## config.mk

```make
export PLATFORM = sky130hd
export DESIGN_NAME = axis_xfer_sequencer
export DESIGN_NICKNAME = d
export VERILOG_FILES = /design/src/rtl/xfer_pkg.sv /design/src/rtl/xfer_beat_monitor.sv /design/src/rtl/axis_xfer_sequencer.sv
export SDC_FILE = /design/constraint.sdc
export NUM_CORES = 1
export LEC_CHECK = 0
export BUFFER_PORTS_ARGS = -buffer_cell sky130_fd_sc_hd__buf_2
export CAP_MARGIN = 10
export CORE_ASPECT_RATIO = 1.25
export CORE_MARGIN = 8
export CORE_UTILIZATION = 24
export CTS_BUF_LIST = sky130_fd_sc_hd__clkbuf_2
export DETAILED_ROUTE_END_ITERATION = 8
export GPL_TIMING_DRIVEN = 0
export PLACE_DENSITY = 0.53
export SLEW_MARGIN = 5
export SYNTH_ARGS = -nofsm -noshare
export SYNTH_HDL_FRONTEND = slang
export SYNTH_SLANG_ARGS = --single-unit
```

## constraint.sdc

```tcl
create_clock -name aclk -period 6.35 [get_ports aclk]
set_input_delay 0 -clock aclk [delete_from_list [all_inputs] [get_ports aclk]]
set_output_delay 0 -clock aclk [all_outputs]
set_load 0.005 [all_outputs]
```

## src/rtl/xfer_pkg.sv

```systemverilog
// Shared definitions for the AXI-Stream BRAM transfer sequencer: opcodes,
// FSM state encoding and error-bit positions.
package xfer_pkg;

  localparam logic [7:0] OP_IDLE  = 8'h00;
  localparam logic [7:0] OP_WRITE = 8'h01;
  localparam logic [7:0] OP_READ  = 8'h02;

  typedef enum logic [2:0] {
    ST_IDLE,
    ST_ARM,
    ST_ACTIVE,
    ST_DRAIN,
    ST_GAP
  } xfer_state_t;

  localparam int unsigned ERR_CFG     = 0;
  localparam int unsigned ERR_LAST    = 1;
  localparam int unsigned ERR_TIMEOUT = 2;

endpackage

```

## src/rtl/xfer_beat_monitor.sv

```systemverilog
// Beat counter, last-vs-count comparison and idle-beat timeout for the
// transfer currently in its ACTIVE phase.
module xfer_beat_monitor #(
  parameter int unsigned TIMEOUT_CYCLES = 65535
) (
  input  logic        aclk,
  input  logic        areset,
  input  logic        clear,
  input  logic        active,
  input  logic        beat,
  input  logic        last,
  input  logic [15:0] count,
  output logic [15:0] beat_count,
  output logic        complete,
  output logic        mismatch,
  output logic        timeout
);

  logic [31:0] idle_cnt;
  logic [16:0] next_cnt;
  logic [16:0] count_ext;
  logic        at_end;

  always_comb begin
    next_cnt  = {1'b0, beat_count} + 17'd1;
    count_ext = {1'b0, count};
    at_end    = (next_cnt == count_ext);
    complete  = active && beat && last && at_end;
    mismatch  = active && beat && ((last && (next_cnt < count_ext)) || (!last && at_end));
    timeout   = active && !beat && (idle_cnt == TIMEOUT_CYCLES - 1);
  end

  always_ff @(posedge aclk or posedge areset) begin
    if (areset) begin
      beat_count <= '0;
      idle_cnt   <= '0;
    end else begin
      if (clear) begin
        beat_count <= '0;
      end else if (active && beat && (beat_count != '1)) begin
        beat_count <= beat_count + 16'd1;
      end
      // Idle-cycle counter restarts on every counted beat and outside ACTIVE.
      if (!active || beat) begin
        idle_cnt <= '0;
      end else begin
        idle_cnt <= idle_cnt + 32'd1;
      end
    end
  end

endmodule

```

## src/rtl/axis_xfer_sequencer.sv

```systemverilog
// Command-driven sequencer for the AXI-Stream BRAM datapath: latches the
// transfer window, drives instruction_code and supervises beat completion.
module axis_xfer_sequencer
  import xfer_pkg::*;
#(
  parameter int unsigned GAP_CYCLES     = 5,
  parameter int unsigned DRAIN_CYCLES   = 16,
  parameter int unsigned TIMEOUT_CYCLES = 65535
) (
  input  logic        aclk,
  input  logic        areset,
  input  logic        cmd_valid,
  output logic        cmd_ready,
  input  logic        cmd_op,
  input  logic [4:0]  cmd_bram_start,
  input  logic [4:0]  cmd_bram_end,
  input  logic [15:0] cmd_addr_start,
  input  logic [15:0] cmd_addr_count,
  input  logic        s_beat,
  input  logic        s_last,
  input  logic        m_beat,
  input  logic        m_last,
  output logic [7:0]  instruction_code,
  output logic [4:0]  wr_bram_start,
  output logic [4:0]  wr_bram_end,
  output logic [15:0] wr_addr_start,
  output logic [15:0] wr_addr_count,
  output logic [3:0]  rd_bram_start,
  output logic [3:0]  rd_bram_end,
  output logic [15:0] rd_addr_start,
  output logic [15:0] rd_addr_count,
  output logic        busy,
  output logic        done,
  output logic [2:0]  err,
  output logic [15:0] beat_count
);

  xfer_state_t state, state_nxt;
  logic        op_q;
  logic [15:0] count_q;
  logic [31:0] phase_cnt;
  logic        cfg_bad, accept, reject;
  logic        beat_sel, last_sel;
  logic        complete, mismatch, timeout;
  logic        drain_end, gap_end;

  assign beat_sel = op_q ? m_beat : s_beat;
  assign last_sel = op_q ? m_last : s_last;

  xfer_beat_monitor #(.TIMEOUT_CYCLES(TIMEOUT_CYCLES)) u_mon (
    .aclk       (aclk),
    .areset     (areset),
    .clear      (accept),
    .active     (state == ST_ACTIVE),
    .beat       (beat_sel),
    .last       (last_sel),
    .count      (count_q),
    .beat_count (beat_count),
    .complete   (complete),
    .mismatch   (mismatch),
    .timeout    (timeout)
  );

  always_ff @(posedge aclk or posedge areset) begin
    if (areset) state <= ST_IDLE;
    else        state <= state_nxt;
  end

  always_comb begin
    cfg_bad          = (cmd_addr_count == '0) || (cmd_bram_end < cmd_bram_start) ||
                       (cmd_op && (cmd_bram_end > 5'd15));
    accept           = 1'b0;
    reject           = 1'b0;
    drain_end        = (phase_cnt == DRAIN_CYCLES - 1);
    gap_end          = (phase_cnt == GAP_CYCLES - 1);
    state_nxt        = state;
    cmd_ready        = 1'b0;
    busy             = 1'b1;
    done             = 1'b0;
    instruction_code = OP_IDLE;
    unique case (state)
      ST_IDLE: begin
        cmd_ready = 1'b1;
        busy      = 1'b0;
        if (cmd_valid) begin
          accept    = !cfg_bad;
          reject    = cfg_bad;
          state_nxt = cfg_bad ? ST_GAP : ST_ARM;
        end
      end
      ST_ARM:    state_nxt = ST_ACTIVE;
      ST_ACTIVE: begin
        instruction_code = op_q ? OP_READ : OP_WRITE;
        if (timeout)                    state_nxt = ST_GAP;
        else if (complete || mismatch)  state_nxt = ST_DRAIN;
      end
      ST_DRAIN: begin
        instruction_code = op_q ? OP_READ : OP_WRITE;
        if (drain_end) state_nxt = ST_GAP;
      end
      ST_GAP: begin
        if (gap_end) begin
          done      = (err == '0);
          state_nxt = ST_IDLE;
        end
      end
      default: state_nxt = ST_IDLE;
    endcase
  end

  always_ff @(posedge aclk or posedge areset) begin
    if (areset) begin
      phase_cnt <= '0;
    end else if ((state_nxt != state) || !((state == ST_DRAIN) || (state == ST_GAP))) begin
      phase_cnt <= '0;
    end else begin
      phase_cnt <= phase_cnt + 32'd1;
    end
  end

  always_ff @(posedge aclk or posedge areset) begin
    if (areset) begin
      op_q          <= 1'b0;
      count_q       <= '0;
      wr_bram_start <= '0;
      wr_bram_end   <= '0;
      wr_addr_start <= '0;
      wr_addr_count <= '0;
      rd_bram_start <= '0;
      rd_bram_end   <= '0;
      rd_addr_start <= '0;
      rd_addr_count <= '0;
    end else if (accept) begin
      op_q    <= cmd_op;
      count_q <= cmd_addr_count;
      if (cmd_op) begin
        rd_bram_start <= cmd_bram_start[3:0];
        rd_bram_end   <= cmd_bram_end[3:0];
        rd_addr_start <= cmd_addr_start;
        rd_addr_count <= cmd_addr_count;
      end else begin
        wr_bram_start <= cmd_bram_start;
        wr_bram_end   <= cmd_bram_end;
        wr_addr_start <= cmd_addr_start;
        wr_addr_count <= cmd_addr_count;
      end
    end
  end

  always_ff @(posedge aclk or posedge areset) begin
    if (areset) begin
      err <= '0;
    end else if (accept) begin
      err <= '0;
    end else if (reject) begin
      err           <= '0;
      err[ERR_CFG]  <= 1'b1;
    end else begin
      // Any beat during DRAIN means the stream overran the programmed count.
      if (((state == ST_ACTIVE) && mismatch) || ((state == ST_DRAIN) && beat_sel))
        err[ERR_LAST] <= 1'b1;
      if (timeout)
        err[ERR_TIMEOUT] <= 1'b1;
    end
  end

endmodule

```

==> flow_metrics.py <==
metrics = {
    "outcome": {
        "status": "completed",
    },
    "clock_tree": {
        "clk_path_buf_depth": 2,
        "cts_resized": 0,
        "cts_made_buffers": 17,
        "clock-sinks": 185,
        "clkLatencyLatePin_ps": 810,
        "cts_root_buffer": "clkbuf_2",
        "post_cts_buffers": 0,
        "cts_htree_levels": 4,
        "tritoncts": "built",
        "clk_pin_slew_worst_paths_ps": 290,
        "hold_buffers": 95,
    },
    "grt": {
        "grt_pass1_vias": 7473,
        "antenna_found_initial": 2,
        "grt_overflow_total": 0,
        "grt_use_total_pct": 11.8,
        "grt_max_degree": 106,
        "grt_pass1_wl_microns": 41500,
    },
    "floorplan": {
        "io_pins": 162,
        "fp.dieH_microns": 233,
        "num_rows": 79,
        "fp.dieW_microns": 190,
        "coreArea_sq_mm": 0.0372,
        "die-area_sq_mm": 0.0442,
        "initial_core_util_pct": 24.3,
    },
    "worst_setup_path": {
        "reg2reg_slack_ps": 3170,
        "cp_slowest_cell": "dfrtp_1",
        "critPathMaxFanout": 6,
        "path_class": "flip-flop to flip-flop",
        "startpoint_type": "flip-flop",
        "endpoint_kind": "flip-flop",
        "required_ps": 7030,
        "cp_slowest_stage_delay_ps": 570,
        "arrival_ps": 3860,
        "crit_path_cell_trace": "ha_1, and3_1, nand4_1, nor2_1, xor2_1, ha_1, and4_1, nand4_1, nor4_1, a311oi_1, o32ai_1",
    },
    "pwr": {
        "vdd_ir_drop_max_mv": 0.182,
        "leakagePower_nw": 5.32,
        "power.switching_mw": 1.19,
        "p_per_area_mw_per_mm2": 302,
        "pwr-share-comb_pct": 31.8,
        "clockPowerShare_pct": 19.9,
        "p_seq_share_pct": 48.3,
        "intPower_mw": 2.34,
        "p_sw_share_pct": 33.7,
    },
    "finish": {
        "syn2layout_area_growth_pct": 29.6,
        "layout.nets": 1163,
        "layout_common_cells": "dfrtp_1 (185), buf_2 (170), mux2_2 (98)",
        "drive_gt1_share_pct": 30.0,
        "layout_commonest_cell": "dfrtp_1",
    },
    "logic_synthesis": {
        "synth_edf_count": 0,
        "netlist_instances": 813,
        "synth.cell_area_sq_mm": 0.00904,
        "ys_types": 61,
        "syn_area_per_cell_sq_um": 11.1,
        "synth_top_area_cell": "dfrtp_1",
        "synth_top_area_share_pct": 51.2,
        "synth_ff_type": "dfrtp_1",
        "async_flop_share_pct": 100,
        "ys_seq_area_share_pct": 51.2,
        "synth.area.top_cells": "dfrtp_1 (51%), mux2_2 (12%), xnor2_1 (5.7%)",
        "ys_seq_elements": 185,
        "yosysWarnings": 0,
    },
    "route": {
        "viasPerCell": 4.47,
        "ant_nets": 0,
        "drc_errors": 0,
        "drt_iter0_drc": 294,
        "wl_per_cell_microns": 16.2,
        "drtPass1Iterations": 4,
        "drt-total-wl_microns": 25700,
        "vias": 7105,
    },
    "timing": {
        "hold-worst-slack_ps": 112,
        "max_freq_mhz": 314,
        "fin_ws_ps": 3170,
        "period_share_pct": 50.1,
        "rsz0062_at_grt": "false",
        "fin_crit_ps": 3180,
        "relSlewSlack_pct": 47.1,
        "tightest_slew_ps": 786,
        "hold_viol_final": 0,
        "clock_skew_ps": 60.2,
        "finalSetupViolations": 0,
        "slew_violations": 0,
    },
    "placed_design": {
        "io_buffers": 155,
        "dpl_worst_slack_ps": 3240,
        "dpl.hpwl_microns": 18400,
        "gp_congestion": 0.778,
    },
    "job": {
        "cap_violations": 0,
    },
    "hold_path": {
        "hold_path_class": "input port to flip-flop",
    },
}
## stage by stage
stage	TNS (ps)	util [%]	area [sq um]	std cells	total power, mW
6_report	0	31.5	11700	1588	3.54
5_1_grt	0	31.5	11700	1588	3.78
4_1_cts	0	31.5	11700	1587	3.59
3_5_place_dp	0	28.2	10500	1460	2.82
3_3_place_gp	-207530	28.1	10400	1459	2.79
2_1_floorplan	0	-	9060	818	2.28
## final timing paths
check	to	cells past startpoint	from
setup / recovery	err[1]$_DFFE_PP0P_	11	u_mon.beat_count[0]$_DFFE_PP0P_
hold / removal	count_q[0]$_DFFE_PP0P_	3	cmd_addr_count[0]
setup reg to reg	err[1]$_DFFE_PP0P_	11	u_mon.beat_count[0]$_DFFE_PP0P_
hold reg to reg	wr_bram_end[2]$_DFFE_PP0P_	1	wr_bram_end[2]$_DFFE_PP0P_
max in group asynchronous	u_mon.beat_count[4]$_DFFE_PP0P_	5	areset
min in group asynchronous	u_mon.idle_cnt[13]$_DFF_PP0_	4	areset
## critical path: cells and delay by family, from the launching register on
| kind | cells | cell delay [ps] |
|---|---|---|
| compound gates | 2 | 310 |
| flops | 1 | 570 |
| xor+xnor | 1 | 110 |
| simple gates | 6 | 1530 |
| fa+ha+maj | 2 | 560 |
## synth_stat cells (2+ instances only)
cell type  count
dfrtp_1      185
mux2_2        98
nor2_1        85
xnor2_1       59
inv_1         40
nor4_1        34
nand3_1       29
nand2_1       27
ha_1          25
nand4_1       24
a21oi_1       22
nor3_1        18
clkbuf_1      16
and4_1        15
buf_2         15
o21ai_0       15
xor2_1        15
and3_1        13
or3_1         11
buf_4          6
a31o_2         4
a21o_1         3
and2_1         3
nand2b_1       3
nor3b_1        3
or2_2          3
a21oi_2        2
a31oi_1        2
mux2i_1        2
nor2b_1        2
nor3_2         2
nor4b_1        2
or4_1          2
## state kept, by name, indices dropped and copies added (netlist names), 16 cells and up
signal	cells
phase_cnt	32
wr_addr_start	16
rd_addr_count	16
wr_addr_count	16
u_mon.idle_cnt	32
count_q	16
rd_addr_start	16
u_mon.beat_count	16
## routing by layer
layer,GRT usage (%),wire (microns),up-vias
met4,3.74,483,2
met3,3.68,1590,29
met2,20.3,12900,155
met5,0,13,-
li1,-,-,3420
met1,13.8,10800,3499
## final cells by class
type                    count  area [sq um]
flip-flops and latches    185          4630
plain buffers              39           196
repair buffers            251          1750
clock buffers              17          85.1
inverters                  40           158
well taps                 486           608
fillers                  3922         25400
clock inverters            15           203
multi-input cells         554          4080
diodes                      1          2.50
## logic make-up after synthesis
logic type,Yosys count,share of synthesized area [%]
xor+xnor,74,7.17
mux,100,12.4
compound gates,63,4.48
simple gates,286,17.4
other cells,1,0.0415
fa+ha+maj,25,3.46
buf+inv,79,3.83
flops,185,51.2
## power by group through the flow
stage / registers (mW) / logic (mW) / clock network (mW)
detailed placement: 1.73 / 1.09 / 0
global placement: 1.71 / 1.08 / 0
CTS: 1.71 / 1.15 / 0.738
floorplan: 1.73 / 0.546 / 0
global route: 1.75 / 1.25 / 0.780
finish: 1.71 / 1.12 / 0.704
No activity file was read; power rests on OpenSTA's default activity.
